==> src/rtl/sfx_arbiter.sv <==
// Fixed-priority arbiter sharing the Audio tone-select among four sound-effect requesters.
// Optional macro SFX_PREEMPT_EN lets a higher pending request cut short the tone being played.
module sfx_arbiter #(
    parameter int TONE_CYCLES = 25000000,
    parameter int GAP_CYCLES  = 1000000,
    parameter int CNT_W       = 32
) (
    input  logic       clk,
    input  logic       rst,
    input  logic [3:0] req,
    input  logic       en,
    output logic [2:0] sel,
    output logic [3:0] grant,
    output logic       busy
);

    typedef enum logic [1:0] {IDLE, PLAY, GAP} state_t;

    localparam logic [CNT_W-1:0] TONE_LAST = CNT_W'(TONE_CYCLES - 1);
    localparam logic [CNT_W-1:0] GAP_LAST  = CNT_W'(GAP_CYCLES - 1);

    state_t           state_reg, state_next;
    logic [3:0]       pending_reg, pending_next;
    logic [3:0]       req_d_reg;
    logic [3:0]       rise;
    logic [3:0]       clear;
    logic [CNT_W-1:0] cnt_reg, cnt_next;
    logic [2:0]       sel_reg, sel_next;
    logic [3:0]       grant_reg, grant_next;
    logic [1:0]       top_idx;
    logic             top_valid;

    assign rise = req & ~req_d_reg;

    // Highest set pending bit wins; player dead (bit 3) outranks everything.
    always_comb begin
        top_idx   = 2'd0;
        top_valid = |pending_reg;
        for (int i = 0; i < 4; i++) begin
            if (pending_reg[i]) begin
                top_idx = i[1:0];
            end
        end
    end

    // A fresh rise beats a same-cycle grant clear, so the bit stays pending.
    genvar gi;
    generate
        for (gi = 0; gi < 4; gi++) begin : g_pending
            assign pending_next[gi] = en & (rise[gi] | (pending_reg[gi] & ~clear[gi]));
        end
    endgenerate

`ifdef SFX_PREEMPT_EN
    logic [2:0] owner_idx;
    logic       preempt;
    assign owner_idx = sel_reg - 3'd1;
    assign preempt   = top_valid && ({1'b0, top_idx} > owner_idx);
`endif

    always_comb begin
        state_next = state_reg;
        cnt_next   = cnt_reg;
        sel_next   = sel_reg;
        grant_next = grant_reg;
        clear      = 4'b0000;
        if (!en) begin
            state_next = IDLE;
            cnt_next   = '0;
            sel_next   = 3'd0;
            grant_next = 4'b0000;
        end else begin
            case (state_reg)
                IDLE: begin
                    if (top_valid) begin
                        state_next = PLAY;
                        cnt_next   = '0;
                        sel_next   = {1'b0, top_idx} + 3'd1;
                        grant_next = 4'b0001 << top_idx;
                        clear      = 4'b0001 << top_idx;
                    end
                end
                PLAY: begin
`ifdef SFX_PREEMPT_EN
                    if (preempt) begin
                        cnt_next   = '0;
                        sel_next   = {1'b0, top_idx} + 3'd1;
                        grant_next = 4'b0001 << top_idx;
                        clear      = 4'b0001 << top_idx;
                    end else
`endif
                    if (cnt_reg == TONE_LAST) begin
                        state_next = GAP;
                        cnt_next   = '0;
                        sel_next   = 3'd0;
                        grant_next = 4'b0000;
                    end else begin
                        cnt_next = cnt_reg + 1'b1;
                    end
                end
                GAP: begin
                    if (cnt_reg == GAP_LAST) begin
                        state_next = IDLE;
                        cnt_next   = '0;
                    end else begin
                        cnt_next = cnt_reg + 1'b1;
                    end
                end
                default: begin
                    state_next = IDLE;
                    cnt_next   = '0;
                    sel_next   = 3'd0;
                    grant_next = 4'b0000;
                end
            endcase
        end
    end

    always_ff @(posedge clk or negedge rst) begin
        if (!rst) begin
            state_reg   <= IDLE;
            pending_reg <= 4'b0000;
            req_d_reg   <= 4'b0000;
            cnt_reg     <= '0;
            sel_reg     <= 3'd0;
            grant_reg   <= 4'b0000;
        end else begin
            state_reg   <= state_next;
            pending_reg <= pending_next;
            req_d_reg   <= req;
            cnt_reg     <= cnt_next;
            sel_reg     <= sel_next;
            grant_reg   <= grant_next;
        end
    end

    assign sel   = sel_reg;
    assign grant = grant_reg;
    assign busy  = (state_reg != IDLE) || (|pending_reg);

endmodule

==> config.mk <==
export PLATFORM = sky130hd
export DESIGN_NAME = sfx_arbiter
export DESIGN_NICKNAME = d
export VERILOG_FILES = /design/src/rtl/sfx_arbiter.sv
export SDC_FILE = /design/constraint.sdc
export NUM_CORES = 1
export LEC_CHECK = 0
export ABC_CLOCK_PERIOD_IN_PS = 6550
export CAP_MARGIN = 20
export CORE_ASPECT_RATIO = 1.5
export CORE_MARGIN = 5
export CORE_UTILIZATION = 30
export CTS_CLUSTER_DIAMETER = 50
export CTS_CLUSTER_SIZE = 14
export DETAILED_ROUTE_END_ITERATION = 7
export PLACE_DENSITY = 0.5
export SLEW_MARGIN = 20
export SYNTH_ARGS = -nofsm -noshare
export SYNTH_HDL_FRONTEND = slang
export SYNTH_SLANG_ARGS = --single-unit
export TNS_END_PERCENT = 50
==> constraint.sdc <==
create_clock -name clk -period 6.55 [get_ports clk]
set_input_delay 1.31 -clock clk [delete_from_list [all_inputs] [get_ports clk]]
set_output_delay 1.31 -clock clk [all_outputs]
set_load 0.1 [all_outputs]
======== Word-level counts from Yosys, hierarchy flattened ========
Cells that the tools add are included.
operators by class
  multipliers ............................. 0
  equality and inequality tests ........... 8
  bitwise logic cells ..................... 18
  divide/modulo/power cells ............... 0
  reductions and logical operators ........ 6
  multiplexer cells ....................... 24
  add/sub/neg operators ................... 2
  $lt $le $gt $ge ......................... 0
  shifts and indexed selects .............. 1
operators by type and width
  cell                                                                number
  32-bit two-way mux                                                  4
  32-bit one-hot mux with 3 select lines                              1
  32-bit by 1-bit adder with 32-bit output (second input constant)    1
  32-bit by 20-bit == test with 1-bit output (second input constant)  1
  32-bit by 25-bit == test with 1-bit output (second input constant)  1
  4-bit two-way mux                                                   6
  2-bit two-way mux                                                   6
  4-bit one-hot mux with 3 select lines                               1
  3-bit two-way mux                                                   3
  3-bit != test (second input constant)                               3
  3-bit one-hot mux with 3 select lines                               1
  1-bit bitwise AND                                                   8
  2-bit one-hot mux with 3 select lines                               1
  3-bit AND reduction                                                 2
  4-bit bitwise AND                                                   1
  1-bit inverter                                                      4
  4-bit inverter                                                      1
  1-bit bitwise OR                                                    4
  4-bit OR reduction                                                  1
  1-bit by 2-bit left shift with 4-bit output (first input constant)  1
  2-bit by 1-bit adder with 3-bit output (second input constant)      1
  2-bit by 1-bit == test with 1-bit output (second input constant)    1
  2-bit == test (second input constant)                               1
  2-bit logical NOT                                                   1
  other kinds (4)                                                     4
storage, ports and cells
  logic and storage cells ................. 65
  bits in read-only memories .............. 0
  bits in latches ......................... 0
  output and inout port bits .............. 8
  bits in writable memories ............... 0
  memories kept ........................... 0
  input bits .............................. 7
  bits in registers ....................... 49

======== Logic depth before layout (Yosys ltp) ========
  depth after elaboration ................. 11
  gate-level depth with buffers ........... 10
  mapped depth without buffers ............ 7

======== Worst setup path before layout ========
No wires, ideal clock.
  kind .................................... reg-to-output
  start point ............................. reg pending_reg[2]
  end point ............................... out busy
  buffers on the path ..................... 0
  data required time ...................... 5.240 ns
  data arrival time ....................... 1.424 ns
  slack ................................... 3.816 ns
  cell stages (with the launch flop) ...... 3
  cell sequence ........................... dfrtp_1 -> nor4_1 -> nand2_1
between the ends
  cells in the longest elaborated chain, start to end .. 2
ends and longest elaborated chain
  element                 RTL line  text
  start, declared         23        logic [3:0] pending_reg, pending_next;
  start signal, assigned  129       pending_reg <= pending_next;
  4-bit OR reduction      139       assign busy = (state_reg != IDLE) || (|pending_reg);
  1-bit logical OR        139
  end, declared           14        output logic busy
Every way passes these cells.

======== Final worst setup path ========
Ends and elaborated chain as after synthesis.

==> run summary <==
outcome -> complete, no violations
clk_skew -> 0.004844 ns
antenna violations before repair -> 0
Cell Rows -> 41
Syn Nets -> 283
Synth Register Bits -> 48
H-tree depth -> 2
RSZ-0062 raised after global routing -> false
leading area contributor after synthesis -> dfrtp_1
die boundary width -> 85.33 µm
Slew HR -> 0.3545
I/O Buffers -> 14
crit-path cells -> nor4_1, nand2_1, clkdlybuf4s50_1
clk root buf -> clkbuf_16
cell area after synthesis -> 0.002554 mm²
period utilization -> 0.5856
M3 GR Usage -> 0.02067
core box area -> 0.008362 mm²
io pins -> 15
EDFF count, synth -> 0
Via density -> 5.110
clock transition at the registers of the reported paths -> 0.07 ns
DRC Markers -> 0
Least-Margin Pin Slew -> 0.9653 ns
hold_buf cts -> 0
GPL Wtd Cong -> 0.8419
Power Density -> 316.1 mW/mm²
Initial Utilization -> 0.3054
post-layout util -> 0.3570
CTS Buf Count -> 5
Arrival @ worst endpoint -> 2.53 ns
synth warn -> 0
peak supply drop -> 0.2020 mV
Final setup viols -> 0
Max Cap Viol -> 0
CP max stage cell -> clkdlybuf4s50_1
commonest non-fill, non-tap cell in the layout -> dfrtp_1
Post-CTS Resized -> 0
antenna viol nets, final -> 0
synth top area cells -> dfrtp_1, nor2_1, xnor2_1
Critical Path Start Type -> flop
Yosys top cell area share -> 0.4704
antenna cells -> 0
layout cell share with drive strength beyond 1 -> 0.07042
Avg WL per Cell -> 14.90 µm
postcts setup bufs -> 0
DRT Pass-1 Iters -> 4
DPL Wire Length -> 4258 µm
required time worst endpoint -> 5.24 ns
setup_tns -> 0 ns
GRT Overall Usage -> 0.1228
Sink Count -> 48
Area Overhead vs Synth -> 16.90%
final hold vios -> 0
first-pass GRT wire length -> 10,120 µm
register area share after synthesis -> 0.4704
vias -> 1,998
GRT busiest layer -> met2
Leakage -> 0.001192 µW
total power -> 943.6 µW
Netlist cell types -> 47
die height -> 123.0 µm
worst skew pair latency -> 0.29 ns
Post-DP Area -> 0.002791 mm²
most frequent cells in the layout -> dfrtp_1, nor2_1, nand2_1
routed wire length -> 5825 µm
met1 Track Usage GR -> 0.1451
Most used DFF post-synth -> dfrtp_1
crit-path max cell delay -> 1.01 ns
Final min period -> 3.836 ns
Pins Over Slew Limit -> 0
TritonCTS clock tree -> yes
critical path endpoint category -> output port
final cell count without fillers -> 391
1st-iter DRT viols -> 104
pin count of the biggest net entering global routing -> 31
number of global-route vias before repair -> 2,088
WS Path Type -> flop to output port
maximum fanout along the worst path -> 7
Fmax -> 260.7 MHz
synthesized area per cell -> 9.423 µm²
Min-Delay Path Class -> flop to flop
share of async-settable or async-resettable flops after synthesis -> 1.000
die area -> 0.01050 mm²
Post-Place Cells -> 383
Max Root-Sink Buffers -> 2
fin area -> 0.002985 mm²
max reg flops -> 32
Post-Synthesis Cells -> 271
met2 usage -> 0.2053
GRT Residual Overflow -> 0
nets -> 295
==> synth_stat cells, drive strengths merged, types with 3 or more instances <==
master and instances:
nor2 32, xor2 3, ha 5, o31ai 11
clkbuf 6, nand2b 3, nor2b 4, and4 3
nor4 5, nor3 6, and2 3, xnor2 12
o21ai 12, dfrtp 48, nand4 9, o311ai 3
nand3 18, nand2 21, and3 5, a21boi 5
a22o 4, inv 14, a21oi 11, buf 5
a21o 4
==> final timing paths <==
path / slack (ns) / cells after the start / from / endpoint
hold / removal: 0.49 / 2 / grant[2] / grant[2]
min in group asynchronous: 0.96 / 1 / rst / grant[2]
setup / recovery: 2.71 / 3 / pending_reg[2] / busy
hold reg to reg: 0.49 / 2 / grant[2] / grant[2]
max in group asynchronous: 5.07 / 2 / rst / cnt_reg[24]
setup reg to reg: 3.61 / 7 / cnt_reg[0] / cnt_reg[12]
==> logic make-up after synthesis <==
| family | count (synthesis) | synth area share |
|---|---|---|
| AOI/OAI and AO/OA | 58 | 0.1583 |
| xor gates and xnor gates | 15 | 0.05145 |
| adders and majority gates | 5 | 0.02450 |
| buffers and inverters | 25 | 0.04360 |
| DFF | 48 | 0.4704 |
| muxes | 2 | 0.008819 |
| and+or+nand+nor | 118 | 0.2430 |
==> routing by layer <==
metal / vias to the layer above / part of all wire
li1: 988 / -
met4: 0 / 0.038
met2: 33 / 0.50
met3: 15 / 0.021
met1: 962 / 0.44
met5: - / 0
==> stage by stage <==
step	setup WS, ns	hold WS [ns]
3_3_place_gp	2.961	0.4760
3_5_place_dp	2.877	0.4771
4_1_cts	2.715	0.4945
6_report	2.714	0.4874
2_1_floorplan	3.816	0.4813
5_1_grt	2.580	0.5233
==> critical path: cells and delay by family, from the launching register on <==
| family | cells | cell delay [ns] |
|---|---|---|
| buf+inv | 1 | 1.01 |
| flops | 1 | 0.45 |
| simple gates | 2 | 0.77 |
==> report_power, final <==
part	switching (µW)	total, µW	internal, µW
sequential	14.0	329	315
clock	119	340	220
combinational	198	275	76.6
total	331	944	612
==> layout make-up <==
class | instances | area [µm²]
clock buffers | 5 | 125.1
clock inverters | 3 | 68.82
fillers | 863 | 5376
inverters | 14 | 52.55
multi-input cells | 198 | 1241
flip-flops and latches | 48 | 1201
well taps | 107 | 133.9
repair buffers | 16 | 162.7
Note: power is estimated with default switching activity, not from simulation.
